**config.mk**
```make
export PLATFORM = sky130hd
export DESIGN_NAME = down_timer
export DESIGN_NICKNAME = d
export VERILOG_FILES = /design/src/rtl/down_timer_pkg.sv /design/src/rtl/down_timer_tff_load.sv /design/src/rtl/down_timer.sv
export SDC_FILE = /design/constraint.sdc
export NUM_CORES = 1
export LEC_CHECK = 0
export CORE_AREA = 2 2 39 41
export CTS_BUF_LIST = sky130_fd_sc_hd__clkbuf_4 sky130_fd_sc_hd__clkbuf_8
export CTS_CLUSTER_SIZE = 16
export DETAILED_ROUTE_END_ITERATION = 16
export DIE_AREA = 0 0 41 43
export PLACE_DENSITY_LB_ADDON = 0.3
export SLEW_MARGIN = 10
export SYNTH_ARGS = -nofsm -noshare
export SYNTH_HDL_FRONTEND = slang
export SYNTH_SLANG_ARGS = --single-unit
```
**constraint.sdc**
```tcl
create_clock -name clk -period 1.7 [get_ports clk]
set_input_delay 0.17 -clock clk [delete_from_list [all_inputs] [get_ports clk]]
set_output_delay 0.17 -clock clk [all_outputs]
set_load 0.05 [all_outputs]
```
**src/rtl/down_timer_pkg.sv**
```systemverilog
// Shared definitions for the down_timer block: state encoding and default width.
package down_timer_pkg;

  // Default counter width; any value of 2 or more works.
  localparam int DEFAULT_WIDTH = 4;

  // Controller states. busy is asserted only in ST_RUN.
  typedef enum logic [1:0] {
    ST_IDLE    = 2'd0,
    ST_RUN     = 2'd1,
    ST_EXPIRED = 2'd2
  } state_t;

endpackage

```
**src/rtl/down_timer_tff_load.sv**
```systemverilog
// T flip-flop with asynchronous active-high clear, synchronous parallel load
// and toggle enable. The down_timer builds its decrement chain from these cells.
module down_timer_tff_load (
  input  logic clk,
  input  logic clear,
  input  logic load,
  input  logic d,
  input  logic t,
  output logic q
);

  // Clear wins, then parallel load, then toggle.
  always_ff @(posedge clk or posedge clear) begin
    // NOTE: sequential state uses non-blocking assignments so every flop
    // samples pre-edge values regardless of process ordering.
    if (clear) begin
      q <= 1'b0;
    end else if (load) begin
      q <= d;
    end else if (t) begin
      q <= ~q;
    end
  end

endmodule

```
**src/rtl/down_timer.sv**
```systemverilog
// Loadable down-counter/timer with terminal-count flag, one-cycle done pulse
// and optional automatic reload for periodic ticks. The count itself lives in
// a ripple-borrow chain of T flip-flops; the controller and done register are
// kept here.
module down_timer
  import down_timer_pkg::*;
#(
  parameter int WIDTH = DEFAULT_WIDTH
) (
  input  logic             clk,
  input  logic             clear,
  input  logic             en,
  input  logic             load,
  input  logic [WIDTH-1:0] load_val,
  input  logic             auto_reload,
  output logic [WIDTH-1:0] q,
  output logic             busy,
  output logic             tc,
  output logic             done
);

  state_t           state;
  logic [WIDTH-1:0] reload_reg;

  logic             running;
  logic             step;
  logic             terminal;
  logic             reload_now;
  logic             run_en;
  logic             par_load;
  logic [WIDTH-1:0] par_val;
  logic [WIDTH-1:0] tgl;

  // An enabled RUN cycle that is not overridden by load. The q != 0 term is a
  // guard against wrap-around; RUN is never entered with a zero count.
  assign running    = (state == ST_RUN);
  assign step       = running & en & ~load & (q != '0);
  assign terminal   = step & (q == WIDTH'(1));
  assign reload_now = terminal & auto_reload;

  // Decrement unless the terminal cycle reloads. The one-shot terminal cycle
  // decrements 1 -> 0 through the chain like any other step.
  assign run_en   = step & ~reload_now;
  assign par_load = load | reload_now;
  assign par_val  = load ? load_val : reload_reg;

  // Stage i toggles when every lower bit is zero (borrow ripples through).
  for (genvar i = 0; i < WIDTH; i++) begin : g_stage
    if (i == 0) begin : g_lsb
      assign tgl[i] = run_en;
    end else begin : g_upper
      assign tgl[i] = run_en & (q[i-1:0] == '0);
    end

    down_timer_tff_load u_tff (
      .clk   (clk),
      .clear (clear),
      .load  (par_load),
      .d     (par_val[i]),
      .t     (tgl[i]),
      .q     (q[i])
    );
  end

  assign busy = running;
  assign tc   = (q == '0);

  // Controller: state, reload value and the registered done pulse.
  always_ff @(posedge clk or posedge clear) begin
    if (clear) begin
      state      <= ST_IDLE;
      reload_reg <= '0;
      done       <= 1'b0;
    end else if (load) begin
      reload_reg <= load_val;
      done       <= 1'b0;
      state      <= (load_val != '0) ? ST_RUN : ST_IDLE;
    end else if (terminal) begin
      done <= 1'b1;
      if (!auto_reload) begin
        state <= ST_EXPIRED;
      end
    end else begin
      done <= 1'b0;
    end
  end

endmodule

```
; ---- After elaboration in Yosys (flattened, before gate mapping)
; Cells that the tools add are included.
[word_totals]
register_bits = 11
word_cells = 52
input_bits = 9
[op_classes]
n_bitwise = 16
mux = 15
eq_ne = 3
reduce_logical = 11
[op_table]
columns = cell, count
row1 = 1-bit 2-to-1 mux, 11
row2 = 2-bit nonzero test, 5
row3 = 1-bit AND, 9
row4 = 4-bit nonzero test, 2
row5 = 2-bit 2-to-1 mux, 3
row6 = 1-bit inverter, 6
row7 = "4-bit by 1-bit equality test with 1-bit output, second input constant", 1
row8 = 4-bit zero test, 1
row9 = 4-bit 2-to-1 mux, 1
row10 = 3-bit zero test, 1
row11 = "2-bit by 1-bit equality test with 1-bit output, second input constant", 1
row12 = 2-bit zero test, 1
row13 = "2-bit != test, second input constant", 1
row14 = 2-bit AND reduction, 1
row15 = 1-bit bitwise OR, 1

; ---- Longest topological paths before layout
; Gate-level depths: netlist (run 1).
[logic_depth]
depth_word = 11
ltp_mapped = 5
ltp_nobuf = 4

; ---- Cells and area by module
; From an unflattened synthesis (run 1), not the netlist that was laid out.
[unflattened]
cells_unflattened = 53
area_unflattened_um2 = 575.6
[modules_own_cells]
columns = mod, cells_per_inst, n_inst, area_per_inst_um2, seq_area_each_um2
row1 = down_timer, 33, 1, 390.4, 175.2
row2 = down_timer_tff_load, 5, 4, 46.3, 25.0

; ---- Worst setup path before layout (run 1)
; No wires, ideal clock.
[synth_timing]
path_type = register to output
from = register g_stage[0].u_tff.q
to = output port tc
arrival_ns = 1.994
path_stages_with_launch = 2
required_time_ns = 1.530
slack_ns = -0.464
cell_sequence = dfrtp_1 > nor4_1
[synth_via]
elab_chain_len = 1
[synth_lines]
columns = element, line
row1 = "start, declared", down_timer_tff_load.sv:9  ; output logic q
row2 = "start signal, assigned", down_timer_tff_load.sv:21  ; q <= ~q;
row3 = 4-bit zero test, down_timer.sv:66  ; assign tc = (q == '0);
row4 = "end, declared", down_timer.sv:18  ; output logic tc,
; No other way between the ends.

; ---- Worst setup path after layout (run 1)
; Ends and elaborated chain as after synthesis.

==> impl_metrics.py, run 1 <==
metrics = {
    "die": {
        "die_area_um2": 1760,
        "core_area_um2": 1380,
        "io-pin-count": 16,
        "die_height_um": 43,
        "die_width_um": 41,
        "start_util_pct": 41.1,
        "rows": 14,
    },
    "clock_tree": {
        "insertion_delay_ps": 280,
        "hold_buffers": 0,
        "post_cts.resized_instances": 0,
        "cts_sinks": 11,
        "cts.clk_slew.worst_paths_ps": 70,
        "cts-root-buf": "clkbuf_4",
        "cts.htree.levels": 1,
        "post_cts_buffers": 0,
        "cts_buffers": 3,
        "cts_tree": "built",
        "clock_path_buffers": 2,
    },
    "sta": {
        "hold_slack_ps": 179,
        "final.setup.worst_slack_ps": 84.3,
        "maxSlewViolCount": 0,
        "tightest_slew_ps": 487,
        "final.min_clock_period_ps": 1620,
        "period_share_pct": 95.0,
        "slew_headroom_pct": 67.4,
        "max_clock_freq_ghz": 0.619,
        "skew_ps": 0.530,
        "hold_viol": 0,
        "rsz0062_at_grt": "no",
        "setup_viol": 0,
    },
    "critical_path": {
        "critical_path_arrival_ps": 1450,
        "cp.required_ps": 1530,
        "path_class": "reg2out",
        "critPathCaptureType": "primary output",
        "cp_max_fo": 7,
        "cp-start-kind": "flip-flop",
    },
    "synthesis": {
        "synth_area_leaders": "dfrtp_1 (48%), mux2_2 (7.9%), buf_4 (5.3%)",
        "synth_ff_type": "dfrtp_1",
        "syn_area_um2": 569,
        "syn-num-nets": 60,
        "ys_seq_elements": 11,
        "synth_area_leader_cell": "dfrtp_1",
        "ys_async_sr_fraction_pct": 100,
        "yosysWarnings": 0,
        "yosysMostFrequentCell": "dfrtp_1",
        "ys_types": 23,
        "synth_common_cells": "dfrtp_1 (11), nor2_1 (5), buf_4 (4), mux2_2 (4), o21ai_0 (4)",
        "synth_area_per_cell_um2": 11.2,
        "syn-instance-count": 51,
        "synth-edff-count": 0,
        "yosysSeqAreaShare_pct": 48.4,
        "yosysTopAreaCellShare_pct": 48.4,
    },
    "global_route": {
        "grt_pass1_wl_mm": 1.73,
        "gr-usage-all-layers_pct": 15.0,
        "grt_pass1_vias": 430,
        "grt_max_degree": 12,
        "grt-ovfl-total": 0,
        "grt_util_met3_pct": 4.71,
        "grtUsageMet2_pct": 20.3,
        "grt.busiest_layer": "met2",
        "antenna_found_initial": 0,
        "grtUsageMet1_pct": 19.6,
    },
    "placed_design": {
        "place_hpwl_um": 827,
        "portBuffers": 15,
        "pre_cts_slack_ps": -84.7,
        "gp_congestion": 0.725,
    },
    "routing": {
        "drt_first_pass_iters": 2,
        "drc_errors": 0,
        "drt_wl_total_mm": 1.05,
        "viasPerCell": 5.29,
        "ant_nets": 0,
        "dr_total_vias": 455,
        "first_iter_violations": 3,
        "wire_per_inst_um": 12.2,
    },
    "pwr": {
        "worst_ir_drop_vdd_mv": 0.446,
        "power_density_nw_per_um2": 913,
        "p_leak_nw": 0.325,
    },
    "layout": {
        "fill_cells": 132,
        "register_area_um2": 275,
        "multi_input_area_um2": 254,
        "fin_util_pct": 55.8,
        "area_delta_synth_final_pct": 35.6,
        "n_antenna_cell": 0,
        "drive_gt1_share_pct": 37.1,
        "nNetsFinal": 80,
    },
    "run": {
        "cap_violations": 0,
    },
    "status": {
        "status": "finished, final reports clean",
    },
    "hold_path": {
        "hold_path_class": "in2async",
    },
}
-- power by group --
| group | leakage (nW) | internal (mW) | switching [mW] |
|---|---|---|---|
| clock | 0.0184 | 0.107 | 0.100 |
| combinational | 0.175 | 0.0797 | 0.107 |
| sequential | 0.131 | 0.286 | 0.0248 |
-- per-stage QoR --
stage	TNS, ps	cell area (um2)	power (mW)	instances
CTS	0	772	0.710	86
floorplan	0	578	0.449	51
global route	0	772	0.734	86
detailed placement	-159	742	0.506	82
global placement	-111	742	0.503	82
finish	0	772	0.705	86
-- cell usage in the layout (no fill, tap or decap) --
master           count
o21ai_0              4
mux2_2               4
inv_1                2
clkbuf_4             4
nand2_1              1
a41oi_1              1
o21ba_2              1
or4_2                1
nand4bb_4            1
or3b_1               1
nor3_1               2
buf_4               10
and4bb_2             1
clkdlybuf4s50_1      9
buf_12               1
a31oi_1              2
nor4_2               1
nor2_1               5
and2_1               1
nand3_1              1
or3_4                1
o41ai_1              1
dfrtp_1             11
a21oi_1              3
nor2b_2              1
-- metal layers --
metal | up-vias | share of wire, %
li1 | 219 | -
met1 | 216 | 47
met2 | 15 | 43
met3 | 5 | 6.6
met4 | 0 | 2.6
met5 | - | 0
-- final timing paths --
kind,from,to,slack (ps),cells past startpoint
max,g_stage[0].u_tff.q,tc,80,3
max in group asynchronous,clear,state[0],1230,2
max reg2reg,state[1],g_stage[2].u_tff.q,150,4
min reg2reg,reload_reg[2],reload_reg[2],510,1
min in group clk,reload_reg[2],reload_reg[2],510,1
min,clear,reload_reg[2],180,2
-- kinds of logic after synthesis --
group,after synthesis,synth area share (%)
multiplexers,4,7.91
buffers and inverters,7,8.57
flip-flops,11,48.4
AO/OA/AOI/OAI,12,13.2
AND/OR/NAND/NOR,17,22.0
-- cell type report --
type	instances	share of cell area, %
clock buffers	4	3.89
multi-input cells	33	32.9
well taps	16	2.59
repair buffers	20	24.0
flip-flops and latches	11	35.7
inverters	2	0.972
-- worst max-delay path, cell delays in order, from the launching register on --
cell and delay (ps):
dfrtp_1 440, buf_4 170, nor4_2 380, buf_12 190
(Power assumes the default switching activity.)
==> inputs of run 2 (changes only) <==
Settings changed: SKIP_CTS_REPAIR_TIMING set to 1.
Clock period 1.7 ns to 1.8 ns, I/O delays scaled along.
==> impl_metrics.py, run 2 (synthesis results as in run 1) <==
metrics = {
    "status": {
        "status": "finished, final reports clean",
    },
    "critical_path": {
        "cp.required_ps": 1620,
        "cp_max_fo": 6,
        "crit_buf_inv": 1,
        "critPathTopFamily": "buffers and inverters",
        "cp_cell_sequence": "clkdlybuf4s50_1",
        "critical_path_arrival_ps": 1550,
        "path_class": "reg2out",
        "cp-start-kind": "flip-flop",
        "cpPeakStageDelay_ps": 830,
        "cp_slowest_cell": "clkdlybuf4s50_1",
        "critPathCaptureType": "primary output",
    },
    "layout": {
        "multi_input_area_um2": 254,
        "drive_gt1_share_pct": 30.9,
        "fill_cells": 131,
        "nNetsFinal": 78,
        "layout_common_cells": "clkdlybuf4s50_1 (12), dfrtp_1 (11), nor2_1 (5), buf_4 (5)",
        "area_delta_synth_final_pct": 34.3,
        "register_area_um2": 275,
        "n_antenna_cell": 0,
        "final_common_cell": "clkdlybuf4s50_1",
    },
    "pwr": {
        "clkPwrFrac_pct": 28.3,
        "power_switching_mw": 0.208,
        "pwr-share-seq_pct": 45.4,
        "power_frac_comb_pct": 26.3,
        "netSwitchingFraction_pct": 31.9,
        "power_density_nw_per_um2": 855,
        "worst_ir_drop_vdd_mv": 0.495,
        "p_int_mw": 0.445,
        "p_leak_nw": 0.313,
    },
    "clock_tree": {
        "insertion_delay_ps": 270,
        "cts_sinks": 11,
        "clock_path_buffers": 2,
        "cts.htree.levels": 1,
        "cts-root-buf": "clkbuf_4",
        "cts.clk_slew.worst_paths_ps": 70,
        "cts_buffers": 3,
        "cts_tree": "built",
    },
    "sta": {
        "tightest_slew_ps": 488,
        "skew_ps": 7.69,
        "setup_tns_ps": 0,
        "hold_viol": 0,
        "slew_headroom_pct": 67.4,
        "setup_viol": 0,
        "hold_slack_ps": 198,
        "max_clock_freq_ghz": 0.579,
        "maxSlewViolCount": 0,
        "rsz0062_at_grt": "no",
        "final.min_clock_period_ps": 1730,
        "period_share_pct": 95.9,
    },
    "global_route": {
        "grt_pass1_vias": 380,
        "grt-ovfl-total": 0,
        "grt_pass1_wl_mm": 1.67,
        "grt_max_degree": 12,
        "gr-usage-all-layers_pct": 14.7,
        "antenna_found_initial": 0,
    },
    "routing": {
        "drt_wl_total_um": 995,
        "dr_total_vias": 429,
        "drt_first_pass_iters": 2,
        "viasPerCell": 5.11,
        "ant_nets": 0,
        "wire_per_inst_um": 11.8,
        "first_iter_violations": 4,
        "drc_errors": 0,
    },
    "die": {
        "die_height_um": 43,
        "die_area_um2": 1760,
        "rows": 14,
        "core_area_um2": 1380,
        "io-pin-count": 16,
        "die_width_um": 41,
        "start_util_pct": 41.1,
    },
    "run": {
        "cap_violations": 0,
    },
    "placed_design": {
        "gp_congestion": 0.722,
        "place_hpwl_um": 754,
        "portBuffers": 15,
    },
    "hold_path": {
        "hold_path_class": "in2async",
    },
}
## run 2: power by group through the flow
stage          logic [mW]  registers (mW)  clock network (mW)
2_1_floorplan       0.128           0.296                   0
6_report            0.172           0.297               0.185
4_1_cts             0.173           0.297               0.195
3_5_place_dp        0.173           0.301                   0
5_1_grt             0.187           0.301               0.207
3_3_place_gp        0.172           0.301                   0
## run 2: worst paths after layout
kind | start | endpoint | slack (ps) | depth (start not counted)
min in group clk | reload_reg[3] | reload_reg[3] | 500 | 1
worst max register to register | state[1] | g_stage[2].u_tff.q | 220 | 4
max in group asynchronous | clear | reload_reg[0] | 1300 | 2
worst max-delay path | g_stage[1].u_tff.q | q[1] | 70 | 1
worst min register to register | reload_reg[3] | reload_reg[3] | 500 | 1
worst min-delay path | clear | g_stage[0].u_tff.q | 200 | 2
## run 2: through the flow
stage               total power, mW  area (um2)  cells  setup WS (ps)  util (%)
floorplan                     0.424         578     51            187         -
global placement              0.472         734     80           12.9      53.1
detailed placement            0.475         734     80          -19.8      53.1
CTS                           0.665         764     84           61.1      55.2
global route                  0.694         764     84           1.35      55.2
finish                        0.653         764     84           74.0      55.2
## run 2: metal layers
layer | global-route usage (%) | routed length (um) | vias up
met1 | 22.3 | 513 | 190
met4 | 10.0 | 17 | 0
met2 | 16.9 | 410 | 16
met3 | 4.71 | 54 | 4
li1 | - | - | 219
met5 | 0 | 0 | -
## run 2: layout make-up
class	count	area share, %
sequential	11	36.0
clock buffer	4	3.93
tap	16	2.62
multi-input combinational	33	33.2
timing repair buffer	18	23.2
inverter	2	0.982
